File: config.mk
export PLATFORM = sky130hd
export DESIGN_NAME = float_encoder_tx_flat
export DESIGN_NICKNAME = d
export VERILOG_FILES = /design/src/rtl/float_encoder_tx_pkg.sv /design/src/rtl/float_encoder_tx_if.sv /design/src/rtl/float_encoder_tx_compose.sv /design/src/rtl/float_encoder_tx.sv /design/src/flat_wrapper.sv
export SDC_FILE = /design/constraint.sdc
export NUM_CORES = 1
export LEC_CHECK = 0
export ABC_CLOCK_PERIOD_IN_PS = 2350
export BUFFER_PORTS_ARGS = -buffer_cell sky130_fd_sc_hd__buf_2
export CAP_MARGIN = 25
export CORE_ASPECT_RATIO = 2
export CORE_MARGIN = 3
export CORE_UTILIZATION = 54
export CTS_CLUSTER_DIAMETER = 40
export DETAILED_ROUTE_END_ITERATION = 12
export GPL_TIMING_DRIVEN = 0
export PLACE_DENSITY = 0.77
export SLEW_MARGIN = 10
export SYNTH_ARGS = -nofsm -noshare
export SYNTH_HDL_FRONTEND = slang
export SYNTH_SLANG_ARGS = --single-unit
File: constraint.sdc
create_clock -name clk -period 2.35 [get_ports clk]
set_clock_uncertainty 0.15 [all_clocks]
set_input_delay 0.47 -clock clk [delete_from_list [all_inputs] [get_ports clk]]
set_output_delay 0.47 -clock clk [all_outputs]
set_load 0.02 [all_outputs]
File: src/rtl/float_encoder_tx_pkg.sv
// Shared definitions for the float encoder: IEEE-754 binary32 class codes,
// field constants, FSM state type and a one-hot check helper.
package float_encoder_tx_pkg;

   localparam logic [4:0] t0 = 5'b00001;  // zero
   localparam logic [4:0] t1 = 5'b00010;  // normal
   localparam logic [4:0] t2 = 5'b00100;  // subnormal
   localparam logic [4:0] t3 = 5'b01000;  // infinity
   localparam logic [4:0] t4 = 5'b10000;  // NaN

   localparam logic [7:0]  EXP_MAX      = 8'hFF;
   localparam logic [7:0]  EXP_NORM_MIN = 8'h01;
   localparam logic [7:0]  EXP_NORM_MAX = 8'hFE;
   localparam logic [22:0] QNAN_MAN     = 23'h400000;

   typedef enum logic [1:0] {
      ST_IDLE  = 2'd0,
      ST_SHIFT = 2'd1,
      ST_DONE  = 2'd2
   } state_t;

   // x & (x-1) clears the lowest set bit; one-hot leaves nothing behind
   function automatic logic onehot5(input logic [4:0] code);
      return (code != 5'd0) && ((code & (code - 5'd1)) == 5'd0);
   endfunction

endpackage

File: src/rtl/float_encoder_tx_if.sv
// Request/response and serial-stream bundle of the float encoder.
interface float_encoder_tx_if;
   import float_encoder_tx_pkg::*;

   logic        start;
   logic [4:0]  type_in;
   logic        sign_in;
   logic [7:0]  exp_in;
   logic [22:0] man_in;
   logic        ready;
   logic [31:0] num_out;
   logic        bit_out;
   logic        bit_valid;
   logic        done;
   logic        err;

   modport master (
      output start, type_in, sign_in, exp_in, man_in,
      input  ready, num_out, bit_out, bit_valid, done, err
   );

   modport slave (
      input  start, type_in, sign_in, exp_in, man_in,
      output ready, num_out, bit_out, bit_valid, done, err
   );
endinterface

File: src/rtl/float_encoder_tx_compose.sv
// Combinational composer: builds a canonical binary32 word of the requested
// class from the sign/exponent/mantissa seeds and flags a valid class code.
module float_compose
   import float_encoder_tx_pkg::*;
(
   input  logic [4:0]  type_in,
   input  logic        sign_in,
   input  logic [7:0]  exp_in,
   input  logic [22:0] man_in,
   output logic [31:0] word,
   output logic        onehot_ok
);

   logic [7:0]  exp_s;
   logic [22:0] man_s;

   // Field selection per class; seeds are forced into the legal range of the class
   always_comb begin
      exp_s = 8'h00;
      man_s = 23'd0;
      case (type_in)
         t0: begin
            exp_s = 8'h00;
            man_s = 23'd0;
         end
         t1: begin
            if (exp_in < EXP_NORM_MIN) begin
               exp_s = EXP_NORM_MIN;
            end else if (exp_in > EXP_NORM_MAX) begin
               exp_s = EXP_NORM_MAX;
            end else begin
               exp_s = exp_in;
            end
            man_s = man_in;
         end
         t2: begin
            exp_s = 8'h00;
            man_s = (man_in == 23'd0) ? 23'd1 : man_in;
         end
         t3: begin
            exp_s = EXP_MAX;
            man_s = 23'd0;
         end
         t4: begin
            exp_s = EXP_MAX;
            man_s = (man_in == 23'd0) ? QNAN_MAN : man_in;
         end
         default: begin
            exp_s = 8'h00;
            man_s = 23'd0;
         end
      endcase
   end

   assign word      = {sign_in, exp_s, man_s};
   assign onehot_ok = onehot5(type_in);

endmodule

File: src/rtl/float_encoder_tx.sv
// Float encoder top: accepts a class request, latches the composed word and
// shifts it out MSB-first, followed by a one-cycle done pulse.
module float_encoder_tx
   import float_encoder_tx_pkg::*;
(
   input  logic            clk,
   input  logic            reset,
   float_encoder_tx_if.slave bus
);

   logic [31:0] word_s;
   logic        onehot_s;

   state_t      state_r;
   logic [4:0]  cnt_r;
   logic [31:0] shreg_r;
   logic [31:0] num_out_r;
   logic        bit_out_r;
   logic        bit_valid_r;
   logic        done_r;
   logic        err_r;
   logic        ready_r;

   float_compose u_compose (
      .type_in   (bus.type_in),
      .sign_in   (bus.sign_in),
      .exp_in    (bus.exp_in),
      .man_in    (bus.man_in),
      .word      (word_s),
      .onehot_ok (onehot_s)
   );

   // Control FSM, shift counter and serialiser with registered outputs
   always_ff @(posedge clk) begin
      if (reset) begin
         state_r     <= ST_IDLE;
         cnt_r       <= 5'd0;
         shreg_r     <= 32'd0;
         num_out_r   <= 32'd0;
         bit_out_r   <= 1'b0;
         bit_valid_r <= 1'b0;
         done_r      <= 1'b0;
         err_r       <= 1'b0;
         ready_r     <= 1'b1;
      end else begin
         done_r <= 1'b0;
         err_r  <= 1'b0;
         case (state_r)
            ST_IDLE: begin
               if (bus.start && onehot_s) begin
                  // MSB goes out immediately; the register keeps the remaining 31 bits
                  num_out_r   <= word_s;
                  shreg_r     <= {word_s[30:0], 1'b0};
                  bit_out_r   <= word_s[31];
                  bit_valid_r <= 1'b1;
                  ready_r     <= 1'b0;
                  cnt_r       <= 5'd0;
                  state_r     <= ST_SHIFT;
               end else if (bus.start) begin
                  err_r <= 1'b1;
               end else begin
                  state_r <= ST_IDLE;
               end
            end
            ST_SHIFT: begin
               if (cnt_r == 5'd31) begin
                  cnt_r       <= 5'd0;
                  bit_out_r   <= 1'b0;
                  bit_valid_r <= 1'b0;
                  done_r      <= 1'b1;
                  state_r     <= ST_DONE;
               end else begin
                  bit_out_r <= shreg_r[31];
                  shreg_r   <= {shreg_r[30:0], 1'b0};
                  cnt_r     <= cnt_r + 5'd1;
               end
            end
            ST_DONE: begin
               ready_r <= 1'b1;
               state_r <= ST_IDLE;
            end
            default: begin
               bit_valid_r <= 1'b0;
               bit_out_r   <= 1'b0;
               ready_r     <= 1'b1;
               cnt_r       <= 5'd0;
               state_r     <= ST_IDLE;
            end
         endcase
      end
   end

   assign bus.ready     = ready_r;
   assign bus.num_out   = num_out_r;
   assign bus.bit_out   = bit_out_r;
   assign bus.bit_valid = bit_valid_r;
   assign bus.done      = done_r;
   assign bus.err       = err_r;

endmodule

File: src/flat_wrapper.sv
// flat-port wrapper written by rule: the top's interface ports become plain ports
module float_encoder_tx_flat import float_encoder_tx_pkg::*;
  (clk, reset, bus_start, bus_type_in, bus_sign_in, bus_exp_in, bus_man_in, bus_ready, bus_num_out, bus_bit_out, bus_bit_valid, bus_done, bus_err);
  float_encoder_tx_if bus_i ();
  input  logic clk;
  input  logic reset;
  input wire logic [$bits(bus_i.start)-1:0] bus_start;
  input wire logic [$bits(bus_i.type_in)-1:0] bus_type_in;
  input wire logic [$bits(bus_i.sign_in)-1:0] bus_sign_in;
  input wire logic [$bits(bus_i.exp_in)-1:0] bus_exp_in;
  input wire logic [$bits(bus_i.man_in)-1:0] bus_man_in;
  output wire logic [$bits(bus_i.ready)-1:0] bus_ready;
  output wire logic [$bits(bus_i.num_out)-1:0] bus_num_out;
  output wire logic [$bits(bus_i.bit_out)-1:0] bus_bit_out;
  output wire logic [$bits(bus_i.bit_valid)-1:0] bus_bit_valid;
  output wire logic [$bits(bus_i.done)-1:0] bus_done;
  output wire logic [$bits(bus_i.err)-1:0] bus_err;
  assign bus_i.start = bus_start;
  assign bus_i.type_in = bus_type_in;
  assign bus_i.sign_in = bus_sign_in;
  assign bus_i.exp_in = bus_exp_in;
  assign bus_i.man_in = bus_man_in;
  assign bus_ready = bus_i.ready;
  assign bus_num_out = bus_i.num_out;
  assign bus_bit_out = bus_i.bit_out;
  assign bus_bit_valid = bus_i.bit_valid;
  assign bus_done = bus_i.done;
  assign bus_err = bus_i.err;
  float_encoder_tx u_core (.clk(clk), .reset(reset), .bus(bus_i));
endmodule
==> results.py, run 1 <==
metrics = {
    "route": {
        "route.detailed.wl_per_inst_um": 17.3,
        "detailedRoute.firstIterationViolations": 210,
        "via_count": 3454,
        "remaining_drc_errors": 0,
        "detail-route-antenna-nets": 0,
        "route.final.wire_length_um": 9620,
        "drt_pre_antenna_iters": 7,
        "detail_route.vias_per_cell": 6.21,
    },
    "global_route": {
        "global_route.usage.total": 0.263,
        "grt_first_pass_wirelength_um": 15600,
        "via_count_of_the_first_global_routing_pass": 3402,
        "globalRoute.totalOverflow": 0,
        "antenna_found_initial": 0,
        "grt_start_max_net_pins": 14,
    },
    "synth": {
        "yosysSeqAreaShare": 0.433,
        "synth_nets": 424,
        "post-synth-top-count-cell": "sky130_fd_sc_hd__dfxtp_1",
        "synthesis_warnings": 0,
        "dominant_cell_type_by_area_after_synthesis": "sky130_fd_sc_hd__dfxtp_1",
        "synth_top_area_frac": 0.433,
        "synth_async_sr_flop_share": 0,
        "synth.ff_latch_count": 75,
        "synthesis.area_per_instance_um2": 9.07,
        "synth_top_flop_cell": "sky130_fd_sc_hd__dfxtp_1",
        "synth_top_cells_by_area": "sky130_fd_sc_hd__dfxtp_1, sky130_fd_sc_hd__a22o_1, sky130_fd_sc_hd__a311oi_1",
        "synth_area_um2": 3460,
        "synthDistinctLibCells": 51,
        "count_of_flip_flops_with_a_built_in_enable_after_synthesis": 0,
        "netlist_instances": 382,
        "post_synth_most_frequent_cells": "sky130_fd_sc_hd__dfxtp_1, sky130_fd_sc_hd__nor3_1, sky130_fd_sc_hd__nand2_1, sky130_fd_sc_hd__nor2_1, sky130_fd_sc_hd__o211ai_1",
    },
    "cts": {
        "tritoncts.num_buffers": 9,
        "tritoncts": "built",
        "clock_path_buffers": 2,
        "post_cts_resized": 2,
        "clk_latency_ns": 0.34,
        "hold_buf_count_cts": 0,
        "cts_post_setup_buffers_inserted": 0,
        "clk_pin_slew_worst_paths_ns": 0.06,
        "root_buffer": "sky130_fd_sc_hd__clkbuf_16",
        "cts.sinks": 75,
        "clock_tree.htree_level_count": 3,
    },
    "place": {
        "placed_cells": 540,
        "placement.io_buffers": 74,
        "hpwlAfterDp_um": 7230,
        "finalWeightedCongestion": 0.893,
    },
    "timing": {
        "slew_headroom": 0.609,
        "max_freq_mhz": 454,
        "timing_max_transition_violations_final": 0,
        "tightestPinTransition_ns": 0.583,
        "fin_crit_sh": 0.938,
        "setup_violations": 0,
        "tns_ns": 0,
        "final-hold-violation-count": 0,
        "min_period_ns": 2.21,
        "grt_setup_unrepaired": "no",
    },
    "critical_path": {
        "critical_path.startpoint": "u_core.cnt_r[0]$_SDFFE_PP0P_",
        "worstSetupStartpointType": "flop",
        "critical_path.most_common_cell": "sky130_fd_sc_hd__buf_6",
        "r2r_start": "u_core.cnt_r[0]$_SDFFE_PP0P_",
        "timing.critical_path.fanout_max": 10,
        "worstPathRequired_ns": 2.46,
        "max_stage_delay_ns": 0.34,
        "endpoint_kind": "flop",
        "worst-setup-path-type": "reg -> reg",
        "critical_path_arrival_ns": 2.32,
        "critical_path_cell_sequence": "ha_1 -> and3_1 -> ha_2 -> or2_1 -> buf_6 -> buf_6 -> a221o_1 -> a21oi_1",
        "cpMaxStageDelayCell": "sky130_fd_sc_hd__a221o_1",
    },
    "final_layout": {
        "share_of_final_layout_standard_cells_stronger_than_drive_strength_1": 0.267,
        "areaGrowthSynthToFinish_pct": 22.8,
        "antenna_cells": 0,
        "final_net_count": 509,
        "fill_cells": 526,
        "stdcell_count": 556,
    },
    "min_path": {
        "worstHoldPathType": "in -> reg",
        "min-delay-start": "bus_man_in[20]",
    },
    "floorplanning": {
        "initial_utilization": 0.567,
        "boundaryPins": 77,
        "chip_height_um": 119,
        "total_core_area_um2": 6110,
        "die_area_um2": 7470,
        "fp-row-count": 40,
        "die_x_um": 62.6,
    },
    "run_status": {
        "status": "complete, no violations",
    },
    "pwr": {
        "leakage_nw": 1.69,
        "ir_worst_vdd_mv": 0.484,
        "cell_pwr_density_nw_per_um2": 729,
    },
    "flow_run": {
        "maxCapViolations": 0,
    },
}
[flip-flops by register name (all words and copies together), names as in the netlist]
register,count
u_core.bus.bit_out,1
u_core.bus.num_out,32
u_core.bus.ready,1
u_core.bus.bit_valid,1
u_core.shreg_r,31
u_core.state_r,2
u_core.cnt_r,5
u_core.bus.done,1
u_core.bus.err,1
[final timing paths]
check / to / slack (ns) / cells past startpoint
max: u_core.shreg_r[31]$_SDFFE_PP0P_ / 0.14 / 8
min: u_core.bus.num_out[20]$_SDFFE_PP0P_ / 0.23 / 2
min reg2reg: u_core.bus.num_out[31]$_SDFFE_PP0P_ / 0.30 / 2
max reg2reg: u_core.shreg_r[31]$_SDFFE_PP0P_ / 0.14 / 8
[worst max-delay path: cells and delay by family (launching register included)]
family,cells,cell delay (ns)
buffers and inverters,2,0.29
AND/OR/NAND/NOR,2,0.44
adder cells (fa/ha/maj),2,0.44
flip-flops,1,0.33
AO/OA/AOI/OAI,2,0.48
[final cells by class]
| type | count | area (um^2) | area share |
|---|---|---|---|
| sequential | 75 | 1500 | 0.353 |
| inverter | 2 | 7.51 | 0.00176 |
| timing repair buffer | 74 | 370 | 0.0871 |
| clock buffer | 10 | 229 | 0.0538 |
| multi-input combinational | 271 | 1760 | 0.415 |
| clock inverter | 6 | 66.3 | 0.0156 |
| buffer | 34 | 210 | 0.0494 |
| tap | 84 | 105 | 0.0247 |
[where the power goes]
group | switching, W | total (W) | internal, W
sequential | 0.0000303 | 0.00136 | 0.00133
clock | 0.000533 | 0.00135 | 0.000821
combinational | 0.000241 | 0.000389 | 0.000148
total | 0.000804 | 0.00310 | 0.00230
[stage by stage]
step	power, W	util	setup WS (ns)	hold slack, ns	cell area (um^2)
after CTS	0.00311	0.694	0.0694	0.224	4240
final	0.00310	0.697	0.145	0.227	4250
after detailed placement	0.00176	0.645	-0.273	0.296	3940
after global placement	0.00176	0.645	-0.254	0.280	3940
after floorplan	0.00163	-	0.278	0.289	3460
after global routing	0.00320	0.697	0.0394	0.236	4250
[kinds of logic after synthesis]
logic type | count (synthesis) | synth area share
buffers and inverters | 36 | 0.0621
multiplexers | 1 | 0.00289
XOR/XNOR | 3 | 0.00759
AND/OR/NAND/NOR | 136 | 0.197
flip-flops | 75 | 0.433
AO/OA/AOI/OAI | 129 | 0.290
adder cells (fa/ha/maj) | 2 | 0.00722
[cell usage in the layout, fill, tap and decap left out, types with 12 or more instances in the layout]
| cell | Yosys | layout |
|---|---|---|
| sky130_fd_sc_hd__a311oi_1 | 22 | 22 |
| sky130_fd_sc_hd__clkbuf_1 | 13 | 12 |
| sky130_fd_sc_hd__nor3_1 | 31 | 30 |
| sky130_fd_sc_hd__nand2_1 | 30 | 30 |
| sky130_fd_sc_hd__a21oi_1 | 21 | 21 |
| sky130_fd_sc_hd__buf_2 | 10 | 84 |
| sky130_fd_sc_hd__dfxtp_1 | 75 | 75 |
| sky130_fd_sc_hd__nor2_1 | 30 | 29 |
| sky130_fd_sc_hd__a22o_1 | 23 | 23 |
| sky130_fd_sc_hd__o211ai_1 | 24 | 24 |
[routing by layer]
layer	GRT usage	wire length (um)	up-vias
li1	-	-	1632
met1	0.261	3620	1623
met2	0.462	4940	162
met3	0.0585	551	37
met4	0.205	505	0
met5	0	0	-
No activity file was read; power rests on OpenSTA's default activity.
==> run 2: changes to the inputs <==
- CORE_ASPECT_RATIO: 2 -> unset
- CORE_UTILIZATION: 54 -> 56
- CTS_BUF_LIST: unset -> sky130_fd_sc_hd__clkbuf_8
- PLACE_DENSITY: 0.77 -> 0.79
==> run 2 against run 1 <==
  * Total power down 7.9%
  * Worst setup slack worse by 0.032 ns
  * Combinational power down 2%
  * Design area down 2.1%
  * Global-route usage up 0.48 points
  * First-iteration DRC count up 42%
  * Critical path depth unchanged
  * Routed wire length down 3.2%
  * Sequential share of layout area up 0.74 points
  * Non-clock buffer count unchanged
  * Utilization up 0.29 points
  * Clock power down 17%
  * Largest cell class unchanged
==> results.py, run 2 (synthesized netlist as in run 1, its figures left out) <==
metrics = {
    "place": {
        "placement.io_buffers": 74,
        "finalWeightedCongestion": 0.895,
        "hpwlAfterDp_um": 6800,
    },
    "critical_path": {
        "timing.critical_path.fanout_max": 10,
        "worstSetupStartpointType": "flop",
        "endpoint_kind": "flop",
        "critical_path_arrival_ns": 2.37,
        "worstPathRequired_ns": 2.48,
        "rr_worst_depth": 8,
        "worst-setup-path-type": "reg -> reg",
    },
    "floorplanning": {
        "boundaryPins": 77,
        "total_core_area_um2": 5960,
        "fp-row-count": 28,
        "die_area_um2": 7170,
        "chip_height_um": 84.7,
        "die_x_um": 84.7,
        "initial_utilization": 0.582,
    },
    "global_route": {
        "global_route.usage.total": 0.267,
        "via_count_of_the_first_global_routing_pass": 3264,
        "globalRoute.totalOverflow": 0,
        "grt_first_pass_wirelength_um": 15600,
        "antenna_found_initial": 0,
        "grt_start_max_net_pins": 14,
    },
    "route": {
        "route.final.wire_length_um": 9310,
        "remaining_drc_errors": 0,
        "detailedRoute.firstIterationViolations": 298,
        "drt_pre_antenna_iters": 8,
        "detail-route-antenna-nets": 0,
        "route.detailed.wl_per_inst_um": 17.0,
        "via_count": 3386,
        "detail_route.vias_per_cell": 6.19,
    },
    "min_path": {
        "whs_path_depth": 2,
        "worstHoldPathType": "in -> reg",
    },
    "final_layout": {
        "share_of_final_layout_standard_cells_stronger_than_drive_strength_1": 0.265,
        "final_net_count": 509,
        "layout_common_cells": "sky130_fd_sc_hd__buf_2, sky130_fd_sc_hd__dfxtp_1, sky130_fd_sc_hd__nor3_1, sky130_fd_sc_hd__nand2_1, sky130_fd_sc_hd__nor2_1",
        "mostFrequentLayoutCell": "sky130_fd_sc_hd__buf_2",
        "antenna_cells": 0,
        "fill_cells": 514,
        "largest_register_ff_count": 32,
        "areaGrowthSynthToFinish_pct": 20.3,
    },
    "pwr": {
        "total_power_draw_w": 0.00286,
        "ir_worst_vdd_mv": 0.395,
        "cell_pwr_density_nw_per_um2": 686,
        "leakage_nw": 1.66,
    },
    "timing": {
        "timing_max_transition_violations_final": 0,
        "setup_violations": 0,
        "fin_crit_sh": 0.952,
        "min_period_ns": 2.24,
        "tightestPinTransition_ns": 0.546,
        "max_freq_mhz": 447,
        "slew_headroom": 0.634,
        "final-hold-violation-count": 0,
        "grt_setup_unrepaired": "no",
        "tns_ns": 0,
    },
    "cts": {
        "clk_latency_ns": 0.35,
        "tritoncts.num_buffers": 9,
        "cts_post_setup_buffers_inserted": 0,
        "tritoncts": "built",
        "root_buffer": "sky130_fd_sc_hd__clkbuf_8",
        "clk_pin_slew_worst_paths_ns": 0.08,
        "clock_path_buffers": 2,
        "cts.sinks": 75,
        "clock_tree.htree_level_count": 3,
    },
    "run_status": {
        "status": "complete, no violations",
    },
    "flow_run": {
        "maxCapViolations": 0,
    },
}
-- run 2: where the power goes --
group	leakage [nW]	internal, W	switching [W]
Sequential	0.609	0.00133	0.0000302
Clock	0.114	0.000629	0.000489
Combinational	0.942	0.000147	0.000235
Total	1.66	0.00210	0.000754
-- run 2: worst paths after layout --
kind	slack [ns]	to	from
min reg2reg	0.30	u_core.bus.num_out[31]$_SDFFE_PP0P_	u_core.bus.num_out[31]$_SDFFE_PP0P_
max	0.11	u_core.shreg_r[31]$_SDFFE_PP0P_	u_core.cnt_r[0]$_SDFFE_PP0P_
min	0.20	u_core.bus.num_out[2]$_SDFFE_PP0P_	bus_man_in[2]
max reg2reg	0.11	u_core.shreg_r[31]$_SDFFE_PP0P_	u_core.cnt_r[0]$_SDFFE_PP0P_
-- run 2: stage by stage --
stage | util | instances | setup WS [ns] | cell area, um^2 | hold WS, ns
finish | 0.700 | 547 | 0.113 | 4170 | 0.204
global route | 0.700 | 547 | 0.0285 | 4170 | 0.207
CTS | 0.698 | 547 | 0.0582 | 4160 | 0.197
detailed placement | 0.660 | 531 | -0.163 | 3930 | 0.290
global placement | 0.660 | 531 | -0.138 | 3930 | 0.282
floorplan | - | 382 | 0.278 | 3460 | 0.289
-- run 2: final cells by class --
type                       instances  area [um^2]  share of cell area
clock buffer                      10          138              0.0330
sequential                        75         1500               0.360
timing repair buffer              74          370              0.0889
inverter                           2         7.51             0.00180
multi-input combinational        271         1760               0.422
buffer                            34          210              0.0505
clock inverter                     6         88.8              0.0213
tap                               75         93.8              0.0225
-- run 2: metal layers --
layer / wire length, um / track usage / vias to the layer above
met1: 4110 / 0.359 / 1599
li1: - / - / 1629
met4: 182 / 0.115 / 0
met2: 4380 / 0.420 / 137
met3: 635 / 0.0520 / 21
met5: 0 / 0 / -
-- run 2: what timing repair did --
item / 4_1_cts / 5_1_grt
endpoints found under the setup margin: 2 / 12
hold buffers: 0 / 0
gates resized for setup: 2 / 4
cloned: 0 / 0
pin swaps: 0 / 0
-- run 2: critical path: stages, from the launching register on --
cell	delay (ns)
sky130_fd_sc_hd__dfxtp_1	0.34
sky130_fd_sc_hd__ha_2	0.20
sky130_fd_sc_hd__and3_1	0.18
sky130_fd_sc_hd__ha_2	0.21
sky130_fd_sc_hd__or2_1	0.26
sky130_fd_sc_hd__buf_6	0.15
sky130_fd_sc_hd__buf_6	0.14
sky130_fd_sc_hd__a221o_1	0.39
sky130_fd_sc_hd__a21oi_2	0.15
